### src/rtl/mem_arb_pkg.sv
// Shared types for the data_mem arbiter: FSM state, AddrMode width and
// the packed request bundle {we, addr, wd, mode} steered onto data_mem.
package mem_arb_pkg;

  localparam int MODE_W = 3;
  localparam int REQ_AW = 32;
  localparam int REQ_DW = 32;

  typedef enum logic [1:0] {
    IDLE,
    CPU_OWN,
    DBG_OWN,
    DBG_LOCK
  } arb_state_t;

  typedef struct packed {
    logic              we;
    logic [REQ_AW-1:0] addr;
    logic [REQ_DW-1:0] wd;
    logic [MODE_W-1:0] mode;
  } mem_req_t;

endpackage

### src/rtl/mem_arb_mux.sv
// Combinational request select: the granted requester's bundle, or all zero
// with no grant. Ports: cpu_gnt/dbg_gnt, cpu_r/dbg_r in, mem_r out.
module mem_arb_mux
  import mem_arb_pkg::*;
(
  input  logic     cpu_gnt,
  input  logic     dbg_gnt,
  input  mem_req_t cpu_r,
  input  mem_req_t dbg_r,
  output mem_req_t mem_r
);

  always_comb begin
    mem_r = '0;
    if (cpu_gnt) begin
      mem_r = cpu_r;
    end else if (dbg_gnt) begin
      mem_r = dbg_r;
    end
  end

endmodule

### src/rtl/mem_arbiter.sv
// Single-port data_mem arbiter: CPU load/store vs debug/loader master.
// Ports: clk/rst (sync, high); cpu_* request, cpu_gnt/cpu_stall;
// dbg_* request with dbg_lock bursts, dbg_gnt; mem_* to data_mem;
// mem_rd in, rdata out. MEM_ARB_STARVE_GUARD_EN enables the forced
// debug grant after MAX_WAIT CPU-won pending cycles.
module mem_arbiter
  import mem_arb_pkg::*;
#(
  parameter int ADDR_WIDTH = 32,
  parameter int DATA_WIDTH = 32,
  parameter int MAX_WAIT   = 8
) (
  input  logic                  clk,
  input  logic                  rst,
  input  logic                  cpu_req,
  input  logic                  cpu_we,
  input  logic [ADDR_WIDTH-1:0] cpu_addr,
  input  logic [DATA_WIDTH-1:0] cpu_wd,
  input  logic [MODE_W-1:0]     cpu_mode,
  output logic                  cpu_gnt,
  output logic                  cpu_stall,
  input  logic                  dbg_req,
  input  logic                  dbg_lock,
  input  logic                  dbg_we,
  input  logic [ADDR_WIDTH-1:0] dbg_addr,
  input  logic [DATA_WIDTH-1:0] dbg_wd,
  input  logic [MODE_W-1:0]     dbg_mode,
  output logic                  dbg_gnt,
  output logic [DATA_WIDTH-1:0] rdata,
  output logic                  mem_we,
  output logic [ADDR_WIDTH-1:0] mem_addr,
  output logic [DATA_WIDTH-1:0] mem_wd,
  output logic [MODE_W-1:0]     mem_mode,
  input  logic [DATA_WIDTH-1:0] mem_rd
);

  localparam int CNT_W = $clog2(MAX_WAIT + 1);

  arb_state_t state_q, state_d;
  logic       starve;

`ifdef MEM_ARB_STARVE_GUARD_EN
  logic [CNT_W-1:0] wait_cnt_q, wait_cnt_d;

  assign starve = dbg_req &&
                  (wait_cnt_q == CNT_W'(MAX_WAIT));

  // Counts cycles a pending debug request loses to the CPU.
  always_comb begin
    wait_cnt_d = wait_cnt_q;
    if (rst || dbg_gnt || !dbg_req) begin
      wait_cnt_d = '0;
    end else if (cpu_gnt &&
                 wait_cnt_q != CNT_W'(MAX_WAIT)) begin
      wait_cnt_d = wait_cnt_q + 1'b1;
    end
  end

  always_ff @(posedge clk) begin
    if (rst) wait_cnt_q <= '0;
    else     wait_cnt_q <= wait_cnt_d;
  end
`else
  logic [CNT_W-1:0] wait_cnt;
  logic             unused_wait;

  assign wait_cnt    = '0;
  assign unused_wait = ^wait_cnt;
  assign starve      = 1'b0;
`endif

  always_comb begin
    state_d = state_q;
    cpu_gnt = 1'b0;
    dbg_gnt = 1'b0;
    if (rst) begin
      state_d = IDLE;
    end else if (state_q == DBG_LOCK) begin
      dbg_gnt = dbg_req;
      if (!dbg_req)     state_d = IDLE;
      else if (dbg_lock) state_d = DBG_LOCK;
      else              state_d = DBG_OWN;
    end else if (cpu_req && !starve) begin
      cpu_gnt = 1'b1;
      state_d = CPU_OWN;
    end else if (dbg_req) begin
      dbg_gnt = 1'b1;
      state_d = dbg_lock ? DBG_LOCK : DBG_OWN;
    end else begin
      state_d = IDLE;
    end
  end

  always_ff @(posedge clk) begin
    if (rst) state_q <= IDLE;
    else     state_q <= state_d;
  end

  assign cpu_stall = cpu_req & ~cpu_gnt;

  mem_req_t cpu_r, dbg_r, mem_r;

  assign cpu_r = '{we:   cpu_we,
                   addr: REQ_AW'(cpu_addr),
                   wd:   REQ_DW'(cpu_wd),
                   mode: cpu_mode};
  assign dbg_r = '{we:   dbg_we,
                   addr: REQ_AW'(dbg_addr),
                   wd:   REQ_DW'(dbg_wd),
                   mode: dbg_mode};

  mem_arb_mux u_mux (
    .cpu_gnt (cpu_gnt),
    .dbg_gnt (dbg_gnt),
    .cpu_r   (cpu_r),
    .dbg_r   (dbg_r),
    .mem_r   (mem_r)
  );

  assign mem_we   = mem_r.we;
  assign mem_addr = ADDR_WIDTH'(mem_r.addr);
  assign mem_wd   = DATA_WIDTH'(mem_r.wd);
  assign mem_mode = mem_r.mode;
  assign rdata    = mem_rd;

endmodule

### config.mk
export PLATFORM = sky130hd
export DESIGN_NAME = mem_arbiter
export DESIGN_NICKNAME = d
export VERILOG_FILES = /design/src/rtl/mem_arb_pkg.sv /design/src/rtl/mem_arb_mux.sv /design/src/rtl/mem_arbiter.sv
export SDC_FILE = /design/constraint.sdc
export NUM_CORES = 1
export LEC_CHECK = 0
export BUFFER_PORTS_ARGS = -buffer_cell sky130_fd_sc_hd__buf_2
export CAP_MARGIN = 10
export CORE_AREA = 2 2 106 108
export CTS_BUF_LIST = sky130_fd_sc_hd__clkbuf_8 sky130_fd_sc_hd__clkbuf_16
export DETAILED_ROUTE_END_ITERATION = 6
export DIE_AREA = 0 0 108 110
export GPL_TIMING_DRIVEN = 1
export SLEW_MARGIN = 20
export SYNTH_ARGS = -nofsm -noshare
export SYNTH_HDL_FRONTEND = slang
export SYNTH_SLANG_ARGS = --single-unit
### constraint.sdc
create_clock -name clk -period 1.1 [get_ports clk]
set_input_delay 0.055 -clock clk [delete_from_list [all_inputs] [get_ports clk]]
set_output_delay 0.055 -clock clk [all_outputs]
set_load 0.1 [all_outputs]
==> impl_metrics.csv, run 1 <==
group,metric,value,unit
outcome,status,"finished with violations",
outcome,violations,"setup timing",
route,initialDrtViolationCount,87,
layout,antenna_cells,0,
die,pin_count,276,
sta,whs,95.8,ps
placement,port_buffers,211,
sta,finalHoldViolCount,0,
layout,drive_gt1_share,70.0,%
die,core,10700,um^2
worst_hold_path,hold_path.class,"primary input to flip-flop",
clock_network,cts_sinks,2,
layout,largest_register,"state_q",
worst_hold_path,min_from,"dbg_lock",
sta,setup_viol,72,
worst_setup_path,critPathCaptureType,"output port",
route,antenna_left,0,
sta,worst_pin_slew,417,ps
sta,skew,0.584,ps
worst_setup_path,reg2reg_depth,7,
yosys,ys_ff_latch,2,
yosys,syn_avg_cell_area,8.79,um^2
grt,antenna_found_initial,0,
layout,stdcell_area,5740,um^2
worst_hold_path,min_path_cells,3,
grt,overflow,0,
clock_network,ctsHoldBuffers,0,
layout,syn_to_final_growth,128,%
route,drt-pass1-iter-count,4,
sta,fmax,628,MHz
sta,slew_headroom,72.2,%
yosys,ys_warn_count,0,
grt,grt_max_degree,37,
yosys,ys_seq_area_share,1.59,%
power,power_density,675,nW/um^2
layout,fin_nets,642,
run,maxCapViolCount,0,
layout,layout_common_cells,"buf_2, buf_12, inv_1",
sta,period_share,145,%
clock_network,cts_made_buffers,3,
die,chipWidth,108,um
sta,min_period,1590,ps
route,vias,2903,
die,dieHeight,110,um
placement,pre_cts_ws,-290,ps
placement,placed_area,4610,um^2
clock_network,cts_max_level,1,
power,vdd_drop_max,513,uV
worst_setup_path,reg2reg_from,"state_q[1]",
worst_setup_path,cp_max_fo,13,
grt,grt_pass1_vias,2921,
worst_setup_path,critPathRequiredTime,1040,ps
worst_setup_path,startpoint_type,"flip-flop",
sta,rsz0062_at_grt,"yes",
clock_network,clock_latency,220,ps
route,drt_wl_total,11200,um
clock_network,cts_tree,"built",
worst_hold_path,min_to,"state_q[0]",
power,p_leak,0.00230,uW
die,die-area,11900,um^2
sta,finalWorstSetupSlack,-492,ps
yosys,netlist_instances,286,
worst_setup_path,rrSetupSlack,-190,ps
route,wl_per_cell,18.5,um
die,start_util,23.5,%
power,total_power,3880,uW
clock_network,cts-root-buf,"clkbuf_8",
route,drc,0,
placement,place.gp.congestion,0.769,
clock_network,ctsLongestPathBuffers,2,
yosys,syn_area,2510,um^2
die,rows,38,
layout,reg.largest.list,"state_q x2",
worst_setup_path,reg2reg_to,"state_q[1]",
placement,dp_hpwl,7220,um
grt,grt_pass1_wl,14900,um
route,vias_per_cell,4.78,
yosys,ys_types,15,
sta,drv_slew,0,
layout,largest_reg_flops,2,
worst_setup_path,critPathArrivalTime,1540,ps
yosys,syn_nets,459,
layout,final_common_cell,"buf_2",
grt,grt_use_total,15.4,%
clock_network,clk_pin_slew_worst_paths,30,ps
worst_setup_path,setup.worst_path.class,"flip-flop to output port",
==> cell usage after synthesis <==
cell type / number / area (um^2)
o22ai_1: 1 / 6.26
and2_4: 1 / 8.76
clkbuf_8: 1 / 13.8
o21a_1: 1 / 7.51
dfxtp_1: 2 / 40.0
a21boi_2: 1 / 11.3
clkbuf_1: 6 / 22.5
inv_1: 69 / 259
o32ai_2: 68 / 1110
buf_6: 14 / 158
nand2b_1: 2 / 12.5
nor2_1: 3 / 11.3
buf_2: 8 / 40.0
buf_4: 41 / 308
nand3b_1: 68 / 510
==> worst max-delay path by stage <==
stage / from / endpoint / slack, ps / cells after the start
3_5_place_dp: state_q[0] / mem_wd[19] / -290 / 4
4_1_cts: state_q[0] / mem_wd[27] / -490 / 4
2_1_floorplan: state_q[0] / mem_addr[0] / -990 / 4
5_1_grt: state_q[1] / mem_addr[8] / -530 / 6
6_report: state_q[1] / mem_wd[21] / -490 / 4
3_3_place_gp: state_q[0] / mem_addr[1] / -270 / 4
==> per-layer routing <==
metal	global-route usage, %	wire (um)
met4	3.02	144
met3	3.23	774
met2	31.0	6260
met5	0	0
met1	16.4	4020
==> cells by family (layout without fill, tap and decap cells) <==
logic type | Yosys count | count (layout) | synth area share, %
AO/OA/AOI/OAI | 71 | 71 | 45.0
buffers and inverters | 139 | 319 | 31.8
flip-flops | 2 | 2 | 1.59
AND/OR/NAND/NOR | 74 | 75 | 21.6
==> cell type report <==
class	instances	area (um^2)
inverters	69	259
fillers	921	4960
flip-flops and latches	2	47.5
well taps	140	175
clock buffers	3	41.3
multi-input cells	146	2450
repair buffers	247	2760
==> metrics by stage <==
step | instances | setup TNS (ps) | util [%]
2_1_floorplan | 286 | -64330 | -
3_3_place_gp | 583 | -14050 | 43.1
3_5_place_dp | 583 | -15020 | 43.1
4_1_cts | 593 | -32060 | 48.8
5_1_grt | 607 | -35410 | 53.6
6_report | 607 | -32350 | 53.6
==> repair_timing <==
action | in CTS | in global routing
buffers inserted | 5 | 5
setup endpoints to repair | 71 | 72
hold endpoints to repair | 0 | 0
cloned | 2 | 13
gates resized for setup | 47 | 32
pin swaps | 2 | 9
==> report_power, final <==
group	total (uW)	switching, uW	internal, uW
clock network	302	69.5	233
registers	82.3	5.99	76.3
logic	3490	2080	1410
==> worst max-delay path, stage by stage, from the launching register on <==
cell,delay [ps]
dfxtp_4,340
and2_4,230
clkbuf_16,230
o32ai_4,310
buf_12,210
No activity file was read; power rests on OpenSTA's default activity.
==> run 2, diff against run 1 <==
==> constraint.sdc (replaced) <==
create_clock -name clk -period 1.72 [get_ports clk]
set_input_delay 0.086 -clock clk [delete_from_list [all_inputs] [get_ports clk]]
set_output_delay 0.086 -clock clk [all_outputs]
set_load 0.02 [all_outputs]
==> impl_metrics.csv, run 2 (synthesized netlist as in run 1, its figures left out) <==
group,metric,value,unit
sta,fmax,617,MHz
sta,whs,139,ps
clock_network,postCtsSetupBuffers,0,
layout,layout_common_cells,"buf_2, inv_1, nand3b_1, o32ai_2, buf_12",
route,drc,0,
layout,largest_reg_flops,2,
sta,finalHoldViolCount,0,
layout,fin_nets,614,
die,die-area,11900,um^2
grt,grt_pass1_wl,11500,um
worst_setup_path,reg2reg_depth,3,
worst_setup_path,startpoint,"state_q[0]",
die,core,10700,um^2
worst_setup_path,reg2reg_from,"state_q[0]",
clock_network,cts_sinks,2,
worst_setup_path,slowest_delay,330,ps
worst_setup_path,endpoint,"mem_wd[24]",
placement,place.gp.congestion,0.743,
grt,grt_use_total,11.4,%
layout,multi_input_area,1690,um^2
worst_setup_path,startpoint_type,"flip-flop",
sta,worst_pin_slew,609,ps
worst_setup_path,path_depth,4,
worst_setup_path,crit_buf_inv,2,
worst_setup_path,crit_chain,"and2_4 > buf_12 > o32ai_2 > buf_2",
clock_network,cts_made_buffers,3,
sta,min_period,1620,ps
route,drt_wl_total,7610,um
layout,nFillCells,1154,
placement,port_buffers,211,
layout,stdcell_count,579,
sta,finalWorstSetupSlack,99.6,ps
clock_network,clock_latency,210,ps
sta,period_share,94.2,%
layout,final_common_cell,"buf_2",
worst_hold_path,min_from,"dbg_lock",
clock_network,cts_tree,"built",
grt,grt_pass1_vias,2649,
layout,reg.largest.list,"state_q x2",
layout,largest_register,"state_q",
die,rows,38,
sta,setup_viol,0,
placement,dp_cells,576,
die,pin_count,276,
grt,antenna_found_initial,0,
sta,skew,1.71,ps
clock_network,cts-root-buf,"clkbuf_8",
route,vias,2700,
run,maxCapViolCount,0,
die,dieHeight,110,um
worst_setup_path,reg2reg_to,"state_q[1]",
worst_setup_path,rrSetupSlack,720,ps
outcome,status,"completed",
sta,slew_headroom,59.4,%
route,drt-pass1-iter-count,6,
route,initialDrtViolationCount,123,
clock_network,ctsHoldBuffers,0,
placement,pre_cts_ws,311,ps
layout,antenna_cells,0,
route,antenna_left,0,
clock_network,clk_pin_slew_worst_paths,30,ps
sta,drv_slew,0,
worst_setup_path,cp_max_fo,36,
route,vias_per_cell,4.66,
die,chipWidth,108,um
worst_setup_path,critPathRequiredTime,1630,ps
layout,syn_to_final_growth,35.3,%
die,start_util,23.5,%
grt,overflow,0,
worst_setup_path,setup.worst_path.class,"flip-flop to output port",
power,p_leak,0.00175,uW
clock_network,cts_resized,0,
worst_setup_path,critPathCaptureType,"output port",
clock_network,cts_max_level,1,
grt,grt_max_degree,70,
clock_network,ctsLongestPathBuffers,2,
sta,fin_setup_tns,0,ps
route,wl_per_cell,13.1,um
worst_setup_path,crit_slowest_cell,"o32ai_2",
layout,regArea,40.0,um^2
worst_hold_path,hold_path.class,"primary input to flip-flop",
worst_setup_path,critPathArrivalTime,1530,ps
power,vdd_drop_max,237,uV
power,power_density,317,nW/um^2
placement,dp_hpwl,6020,um
layout,final_util,31.8,%
sta,rsz0062_at_grt,"no",
worst_setup_path,cp_top_family,"buffers and inverters",
layout,drive_gt1_share,67.0,%
[run 2: cell types whose count changed in the layout (fill, tap and decap cells not counted), moves of 5 or more]
| cell | before | now |
|---|---|---|
| clkbuf_16 | 8 | 0 |
| buf_6 | 8 | 0 |
| buf_12 | 79 | 6 |
| buf_16 | 5 | 0 |
| o32ai_4 | 65 | 0 |
| o32ai_2 | 3 | 68 |
| buf_2 | 140 | 211 |
[run 2: worst min path at each step]
stage | end | slack, ps | depth (start not counted)
after floorplan | state_q[0] | 240 | 2
after global placement | rdata[19] | 170 | 0
after detailed placement | rdata[19] | 170 | 0
after CTS | state_q[0] | 130 | 3
after global routing | state_q[0] | 150 | 3
final | state_q[0] | 140 | 3
[run 2: stage by stage]
| step | area, um^2 | power, uW |
|---|---|---|
| after CTS | 3400 | 1090 |
| after detailed placement | 3360 | 899 |
| after global placement | 3360 | 883 |
| after global routing | 3400 | 1150 |
| final | 3400 | 1080 |
| after floorplan | 2510 | 716 |
[run 2: worst min-delay path: stages]
cell and delay (ps):
buf_2 90, inv_1 40, o22ai_1 70
[run 2: layer usage]
metal	GRT usage, %	vias up	share of wire (%)
met4	4.30	0	2.0
met5	0	-	0
met1	11.8	1223	36
met3	1.88	14	9.6
met2	22.8	160	52
li1	-	1303	-
[run 2: layout make-up]
| cell class | count | area share (%) |
|---|---|---|
| inverters | 69 | 7.61 |
| well taps | 140 | 5.15 |
| clock buffers | 3 | 1.21 |
| flip-flops and latches | 2 | 1.18 |
| multi-input cells | 145 | 49.6 |
| repair buffers | 220 | 35.2 |
[run 2: power breakdown]
part	switching, uW	total (uW)	internal [uW]
Sequential	2.91	52.7	49.8
Combinational	457	840	383
Clock	38.4	187	148
Total	499	1080	581
